$ cat config.mk
export PLATFORM = sky130hd
export DESIGN_NAME = switch_event_gen
export DESIGN_NICKNAME = d
export VERILOG_FILES = /design/src/rtl/switch_event_gen.sv
export SDC_FILE = /design/constraint.sdc
export NUM_CORES = 1
export LEC_CHECK = 0
export CAP_MARGIN = 20
export CORE_ASPECT_RATIO = 0.9
export CORE_MARGIN = 2
export CORE_UTILIZATION = 32
export DETAILED_ROUTE_END_ITERATION = 7
export PLACE_DENSITY = 0.53
export SYNTH_ARGS = -nofsm -noshare
export SYNTH_HDL_FRONTEND = slang
export SYNTH_SLANG_ARGS = --single-unit
export TNS_END_PERCENT = 100
$ cat constraint.sdc
create_clock -name i_Clk -period 2.65 [get_ports i_Clk]
set_clock_uncertainty 0.15 [all_clocks]
set_input_delay 0.53 -clock i_Clk [delete_from_list [all_inputs] [get_ports i_Clk]]
set_output_delay 0.53 -clock i_Clk [all_outputs]
set_load 0.01 [all_outputs]
$ cat src/rtl/switch_event_gen.sv
// Push-switch conditioning: two-flop synchroniser, debounce, and press/hold-to-repeat
// event generation. Every channel is an independent copy of the same pipeline.
module switch_event_gen #(
  parameter int unsigned NUM_SWITCHES   = 3,
  parameter int unsigned DEBOUNCE_LIMIT = 25000,
  parameter int unsigned HOLD_LIMIT     = 12500000,
  parameter int unsigned REPEAT_LIMIT   = 2500000,
  parameter int unsigned REPEAT_EN      = 1
) (
  input  logic                    i_Clk,
  input  logic                    i_Rst_L,
  input  logic [NUM_SWITCHES-1:0] i_Switch,
  output logic [NUM_SWITCHES-1:0] o_Level,
  output logic [NUM_SWITCHES-1:0] o_Press,
  output logic [NUM_SWITCHES-1:0] o_Repeat
);

  localparam int unsigned DB_W   = $clog2(DEBOUNCE_LIMIT);
  localparam int unsigned HC_MAX = (HOLD_LIMIT > REPEAT_LIMIT) ? HOLD_LIMIT : REPEAT_LIMIT;
  localparam int unsigned HC_W   = $clog2(HC_MAX);

  localparam logic [DB_W-1:0] DB_TC   = DB_W'(DEBOUNCE_LIMIT - 1);
  localparam logic [HC_W-1:0] HOLD_TC = HC_W'(HOLD_LIMIT - 1);
  localparam logic [HC_W-1:0] REP_TC  = HC_W'(REPEAT_LIMIT - 1);
  localparam logic            RPT_ON  = (REPEAT_EN != 0);

  typedef enum logic [1:0] {
    IDLE   = 2'd0,
    HOLD   = 2'd1,
    REPEAT = 2'd2
  } state_t;

  for (genvar g = 0; g < int'(NUM_SWITCHES); g++) begin : g_ch
    logic            s_meta;
    logic            s_sync;
    logic [DB_W-1:0] db_cnt;
    logic            level;
    logic            db_tc_c;
    logic            rise_c;
    logic            fall_c;

    state_t          state_q;
    state_t          state_d;
    logic [HC_W-1:0] hold_cnt_q;
    logic [HC_W-1:0] hold_cnt_d;
    logic            press_q;
    logic            press_d;
    logic            rep_q;
    logic            rep_d;

    // Level flips on the edge where the mismatch has lasted DEBOUNCE_LIMIT cycles
    assign db_tc_c = (s_sync != level) && (db_cnt == DB_TC);
    assign rise_c  = db_tc_c && !level;
    assign fall_c  = db_tc_c && level;

    // Synchroniser and debounce counter
    always_ff @(posedge i_Clk or negedge i_Rst_L) begin
      if (!i_Rst_L) begin
        s_meta <= 1'b0;
        s_sync <= 1'b0;
        db_cnt <= '0;
        level  <= 1'b0;
      end else begin
        s_meta <= i_Switch[g];
        s_sync <= s_meta;
        if (s_sync == level) begin
          db_cnt <= '0;
        end else if (db_tc_c) begin
          db_cnt <= '0;
          level  <= ~level;
        end else begin
          db_cnt <= db_cnt + DB_W'(1);
        end
      end
    end

    // Event FSM state, shared hold/repeat counter and output pulse registers
    always_ff @(posedge i_Clk or negedge i_Rst_L) begin
      if (!i_Rst_L) begin
        state_q    <= IDLE;
        hold_cnt_q <= '0;
        press_q    <= 1'b0;
        rep_q      <= 1'b0;
      end else begin
        state_q    <= state_d;
        hold_cnt_q <= hold_cnt_d;
        press_q    <= press_d;
        rep_q      <= rep_d;
      end
    end

    // Next-state: release always wins over a coincident repeat terminal count
    always_comb begin
      state_d    = state_q;
      hold_cnt_d = hold_cnt_q;
      press_d    = 1'b0;
      rep_d      = 1'b0;
      case (state_q)
        IDLE: begin
          if (rise_c) begin
            state_d    = HOLD;
            hold_cnt_d = '0;
            press_d    = 1'b1;
          end
        end
        HOLD: begin
          if (fall_c) begin
            state_d    = IDLE;
            hold_cnt_d = '0;
          end else if (hold_cnt_q == HOLD_TC) begin
            if (RPT_ON) begin
              state_d    = REPEAT;
              hold_cnt_d = '0;
              press_d    = 1'b1;
              rep_d      = 1'b1;
            end
          end else begin
            hold_cnt_d = hold_cnt_q + HC_W'(1);
          end
        end
        REPEAT: begin
          if (fall_c) begin
            state_d    = IDLE;
            hold_cnt_d = '0;
          end else if (hold_cnt_q == REP_TC) begin
            hold_cnt_d = '0;
            press_d    = 1'b1;
            rep_d      = 1'b1;
          end else begin
            hold_cnt_d = hold_cnt_q + HC_W'(1);
          end
        end
        default: begin
          state_d    = IDLE;
          hold_cnt_d = '0;
        end
      endcase
    end

    assign o_Level[g]  = level;
    assign o_Press[g]  = press_q;
    assign o_Repeat[g] = rep_q;
  end

endmodule
==> impl_metrics.prom <==
# TYPE chip_impl_metric gauge
chip_impl_metric{name="cap_viol_max_count",unit=""} 0
chip_impl_metric{name="die_y",unit="um"} 149
chip_impl_metric{name="min_period_over_period",unit="%"} 97.5
chip_impl_metric{name="die-width",unit="um"} 165
chip_impl_metric{name="worst_r2r_path_depth",unit=""} 7
chip_impl_info{name="timing.setup.critical_path_class",value="flop to flop"} 1
chip_impl_info{name="critical_path.endpoint_type",value="flop"} 1
chip_impl_metric{name="postSynthCellCount",unit=""} 801
chip_impl_metric{name="ys_warn_count",unit=""} 0
chip_impl_metric{name="global_route_wire_length_before_repair",unit="mm"} 28.5
chip_impl_metric{name="design.core.area",unit="um^2"} 23200
chip_impl_info{name="tritoncts",value="built"} 1
chip_impl_metric{name="power.ir.vdd_worst",unit="mV"} 0.355
chip_impl_metric{name="clk-insertion-delay-late",unit="ns"} 0.42
chip_impl_metric{name="synth-async-reset-ratio",unit="%"} 100
chip_impl_metric{name="gp_congestion",unit=""} 0.770
chip_impl_metric{name="drtIter0Drc",unit=""} 338
chip_impl_metric{name="cp.required",unit="ns"} 2.81
chip_impl_metric{name="timing_worst_slew_pin_value",unit="ns"} 0.884
chip_impl_metric{name="number_of_global_route_vias_before_repair",unit=""} 5869
chip_impl_info{name="hold_class",value="primary input to asynchronous set/reset pin"} 1
chip_impl_metric{name="grt_usage",unit="%"} 14.3
chip_impl_metric{name="die_area",unit="um^2"} 24700
chip_impl_metric{name="wire_per_inst",unit="um"} 13.7
chip_impl_metric{name="post-route-min-period",unit="ns"} 2.58
chip_impl_metric{name="post-place-ws",unit="ns"} -0.0373
chip_impl_metric{name="detail_route.wirelength",unit="mm"} 16.2
chip_impl_metric{name="number_of_antenna_violations_at_the_first_check_in_global_routing",unit=""} 0
chip_impl_metric{name="drt_pre_antenna_iters",unit=""} 4
chip_impl_metric{name="share_of_layout_cells_above_drive_strength_1",unit="%"} 13.4
chip_impl_metric{name="syn_area",unit="um^2"} 7500
chip_impl_metric{name="remaining_drc_errors",unit=""} 0
chip_impl_info{name="status",value="finished, violations left"} 1
chip_impl_metric{name="ant_nets",unit=""} 0
chip_impl_metric{name="synth_seq_cells",unit=""} 138
chip_impl_metric{name="finish.net_count",unit=""} 889
chip_impl_metric{name="synth_sequential_area_ratio",unit="%"} 46.0
chip_impl_info{name="failed_checks",value="negative hold slack"} 1
chip_impl_info{name="clock-root-buffer",value="sky130_fd_sc_hd__clkbuf_16"} 1
chip_impl_metric{name="grt_remaining_overflow",unit=""} 0
chip_impl_metric{name="hold_slack",unit="ns"} -0.0453
chip_impl_metric{name="filler_cell_count",unit=""} 2316
chip_impl_metric{name="tritoncts.num_buffers",unit=""} 17
chip_impl_metric{name="worst_slew_margin_rel",unit="%"} 41.0
chip_impl_metric{name="antenna-diode-count",unit=""} 0
chip_impl_metric{name="fmax",unit="MHz"} 387
chip_impl_info{name="startpoint_of_the_lowest_slack_register_to_register_path",value="g_ch[1].db_cnt[3]"} 1
chip_impl_metric{name="synth_cell_type_count",unit=""} 69
chip_impl_metric{name="reg2reg_setup_slack",unit="ns"} 0.07
chip_impl_metric{name="start_util",unit="%"} 32.3
chip_impl_metric{name="port_buffers",unit=""} 13
chip_impl_metric{name="cts_sinks",unit=""} 138
chip_impl_metric{name="finalWorstSetupSlack",unit="ns"} 0.0657
chip_impl_metric{name="layout.core_utilization",unit="%"} 38.7
chip_impl_metric{name="worst_setup_hold_path_clk_slew",unit="ns"} 0.06
chip_impl_metric{name="fin_setup_tns",unit="ns"} 0
chip_impl_metric{name="pwr_density_cell",unit="nW/um^2"} 515
chip_impl_metric{name="postSynthNetCount",unit=""} 824
chip_impl_metric{name="synth-edff-count",unit=""} 0
chip_impl_metric{name="static-leakage-power",unit="nW"} 3.94
chip_impl_info{name="rsz0062_at_grt",value="true"} 1
chip_impl_metric{name="dp_hpwl",unit="mm"} 11.2
chip_impl_metric{name="synth.avg_cell_area",unit="um^2"} 9.36
chip_impl_metric{name="cts_buffer_depth",unit=""} 2
chip_impl_metric{name="grt_max_degree",unit=""} 139
chip_impl_metric{name="critical_path.max_fanout",unit=""} 8
chip_impl_metric{name="io-pin-count",unit=""} 14
chip_impl_info{name="worst_setup_path_start_kind",value="flop"} 1
chip_impl_metric{name="flow.area_growth_from_synthesis",unit="%"} 19.6
chip_impl_info{name="r2r-end",value="g_ch[1].hold_cnt_q[14]"} 1
chip_impl_metric{name="multi_input_area",unit="um^2"} 3860
chip_impl_metric{name="cts-htree-levels",unit=""} 4
chip_impl_metric{name="dr_total_vias",unit=""} 5914
chip_impl_metric{name="timing.critical_path.arrival",unit="ns"} 2.74
chip_impl_info{name="synthFlopType",value="sky130_fd_sc_hd__dfrtp_1"} 1
chip_impl_metric{name="register_area",unit="um^2"} 3450
chip_impl_metric{name="routed_via_density",unit=""} 5.01
chip_impl_metric{name="finalHoldViolations",unit=""} 8
chip_impl_metric{name="timing_max_transition_violations_final",unit=""} 0
chip_impl_metric{name="setup_violations",unit=""} 0
chip_impl_metric{name="floorplan.rows",unit=""} 53
==> cells in the mapped netlist, drive strengths merged, types with 5 or more instances <==
cell / instances / area [um^2]
a21o: 19 / 143
a21oi: 17 / 85.1
a22o: 23 / 201
and2: 6 / 37.5
and3: 24 / 150
and4b: 5 / 50.1
buf: 14 / 98.8
clkbuf: 13 / 48.8
dfrtp: 138 / 3450
ha: 18 / 225
inv: 23 / 86.3
mux2i: 5 / 50.1
nand2: 79 / 297
nand3: 60 / 300
nand4: 21 / 131
nor2: 111 / 419
nor2b: 9 / 56.3
nor3: 21 / 105
nor4: 13 / 100
nor4b: 5 / 43.8
o21ai: 28 / 140
o22ai: 6 / 37.5
or3: 7 / 43.8
or4: 8 / 60.1
xnor2: 23 / 201
xor2: 33 / 289
==> where the power goes <==
part | internal [W] | switching (W) | total, W | leakage (nW)
logic | 0.0000242 | 0.0000639 | 0.0000880 | 1.75
clock network | 0.00149 | 0.000906 | 0.00239 | 0.282
registers | 0.00212 | 0.0000150 | 0.00214 | 1.91
total | 0.00364 | 0.000985 | 0.00462 | 3.94
==> flip-flops by register name, summed over array words and instances (netlist names) <==
register,flops
g_ch.rep_q,3
g_ch.level,3
g_ch.hold_cnt_q,72
g_ch.s_sync,3
g_ch.s_meta,3
g_ch.state_q,6
g_ch.press_q,3
g_ch.db_cnt,45
==> layout by cell type, fill, tap and decap left out, types with 5 or more instances in the layout <==
| cell type | count |
|---|---|
| sky130_fd_sc_hd__a22o_1 | 23 |
| sky130_fd_sc_hd__and3_1 | 24 |
| sky130_fd_sc_hd__buf_4 | 59 |
| sky130_fd_sc_hd__clkbuf_16 | 17 |
| sky130_fd_sc_hd__nor4b_1 | 5 |
| sky130_fd_sc_hd__nand3_1 | 60 |
| sky130_fd_sc_hd__a21oi_1 | 17 |
| sky130_fd_sc_hd__nor3_1 | 21 |
| sky130_fd_sc_hd__or3_1 | 7 |
| sky130_fd_sc_hd__nand2_1 | 79 |
| sky130_fd_sc_hd__a21o_1 | 19 |
| sky130_fd_sc_hd__xor2_1 | 33 |
| sky130_fd_sc_hd__o21ai_0 | 25 |
| sky130_fd_sc_hd__and2_1 | 6 |
| sky130_fd_sc_hd__clkdlybuf4s50_1 | 12 |
| sky130_fd_sc_hd__nor2b_1 | 8 |
| sky130_fd_sc_hd__xnor2_1 | 23 |
| sky130_fd_sc_hd__or4_1 | 6 |
| sky130_fd_sc_hd__dfrtp_1 | 138 |
| sky130_fd_sc_hd__mux2i_1 | 5 |
| sky130_fd_sc_hd__nor2_1 | 110 |
| sky130_fd_sc_hd__nand4_1 | 21 |
| sky130_fd_sc_hd__o22ai_1 | 6 |
| sky130_fd_sc_hd__nor4_1 | 10 |
| sky130_fd_sc_hd__and4b_1 | 5 |
| sky130_fd_sc_hd__ha_1 | 18 |
| sky130_fd_sc_hd__inv_1 | 23 |
==> metrics by stage <==
step | area [um^2] | cells | total power [W]
6_report | 8970 | 1181 | 0.00462
2_1_floorplan | 7510 | 801 | 0.00220
3_3_place_gp | 8330 | 1148 | 0.00227
3_5_place_dp | 8330 | 1148 | 0.00227
5_1_grt | 8970 | 1181 | 0.00482
4_1_cts | 8940 | 1181 | 0.00470
==> kinds of logic (layout without fill, tap and decap cells) <==
group                    count (synthesis)  count (layout)  synth area share, %
AND/OR/NAND/NOR                        399             399                 27.4
flip-flops                             138             138                 46.0
AO/OA/AOI/OAI                          131             131                 12.7
XOR/XNOR                                56              56                 6.54
buffers and inverters                   50             128                 3.12
adder cells (fa/ha/maj)                 18              18                 3.00
multiplexers                             9               9                 1.27
==> final cells by class <==
cell class                      count  share of cell area, %
Clock buffer                       23                   5.44
Clock inverter                      9                   1.25
Tap cell                          302                   4.21
Inverter                           23                  0.962
Sequential cell                   138                   38.5
Timing Repair Buffer               73                   6.62
Multi-Input combinational cell    613                   43.0
==> layer usage <==
metal | GRT usage (%) | vias up | wire length [um]
met4 | 3.53 | 0 | 102
li1 | - | 3009 | -
met5 | 0 | - | 0
met1 | 20.2 | 2837 | 8500
met2 | 21.7 | 62 | 7190
met3 | 3.70 | 6 | 443
==> what timing repair did <==
| action | in CTS | in global routing |
|---|---|---|
| gates resized for setup | 1 | 6 |
| cloned | 0 | 0 |
| setup buffers | 1 | 0 |
| hold buffers | 0 | 0 |
| endpoints found under the setup margin | 18 | 18 |
| endpoints found under the hold margin | 0 | 0 |
| pin swaps | 3 | 1 |
==> how the worst max path moves through the flow <==
stage | cells after the start | startpoint | endpoint | slack [ns]
after floorplan | 8 | g_ch[1].db_cnt[6] | g_ch[1].hold_cnt_q[21] | -0.03
after global placement | 7 | g_ch[1].db_cnt[11] | g_ch[1].hold_cnt_q[3] | -0.004
after detailed placement | 7 | g_ch[1].db_cnt[11] | g_ch[1].hold_cnt_q[3] | -0.04
after CTS | 7 | g_ch[1].db_cnt[3] | g_ch[1].hold_cnt_q[6] | 0.02
after global routing | 7 | g_ch[1].db_cnt[3] | g_ch[1].hold_cnt_q[17] | -0.02
final | 7 | g_ch[1].db_cnt[3] | g_ch[1].hold_cnt_q[14] | 0.07
==> critical path, cell delays in order (launching register included) <==
cell                       delay (ns)
sky130_fd_sc_hd__dfrtp_1         0.38
sky130_fd_sc_hd__or4bb_4         0.55
sky130_fd_sc_hd__or4_4           0.55
sky130_fd_sc_hd__nor3b_4         0.21
sky130_fd_sc_hd__a211oi_2        0.09
sky130_fd_sc_hd__buf_4           0.18
sky130_fd_sc_hd__a21o_1          0.15
sky130_fd_sc_hd__a22o_1          0.22
No activity file was read; power rests on OpenSTA's default activity.
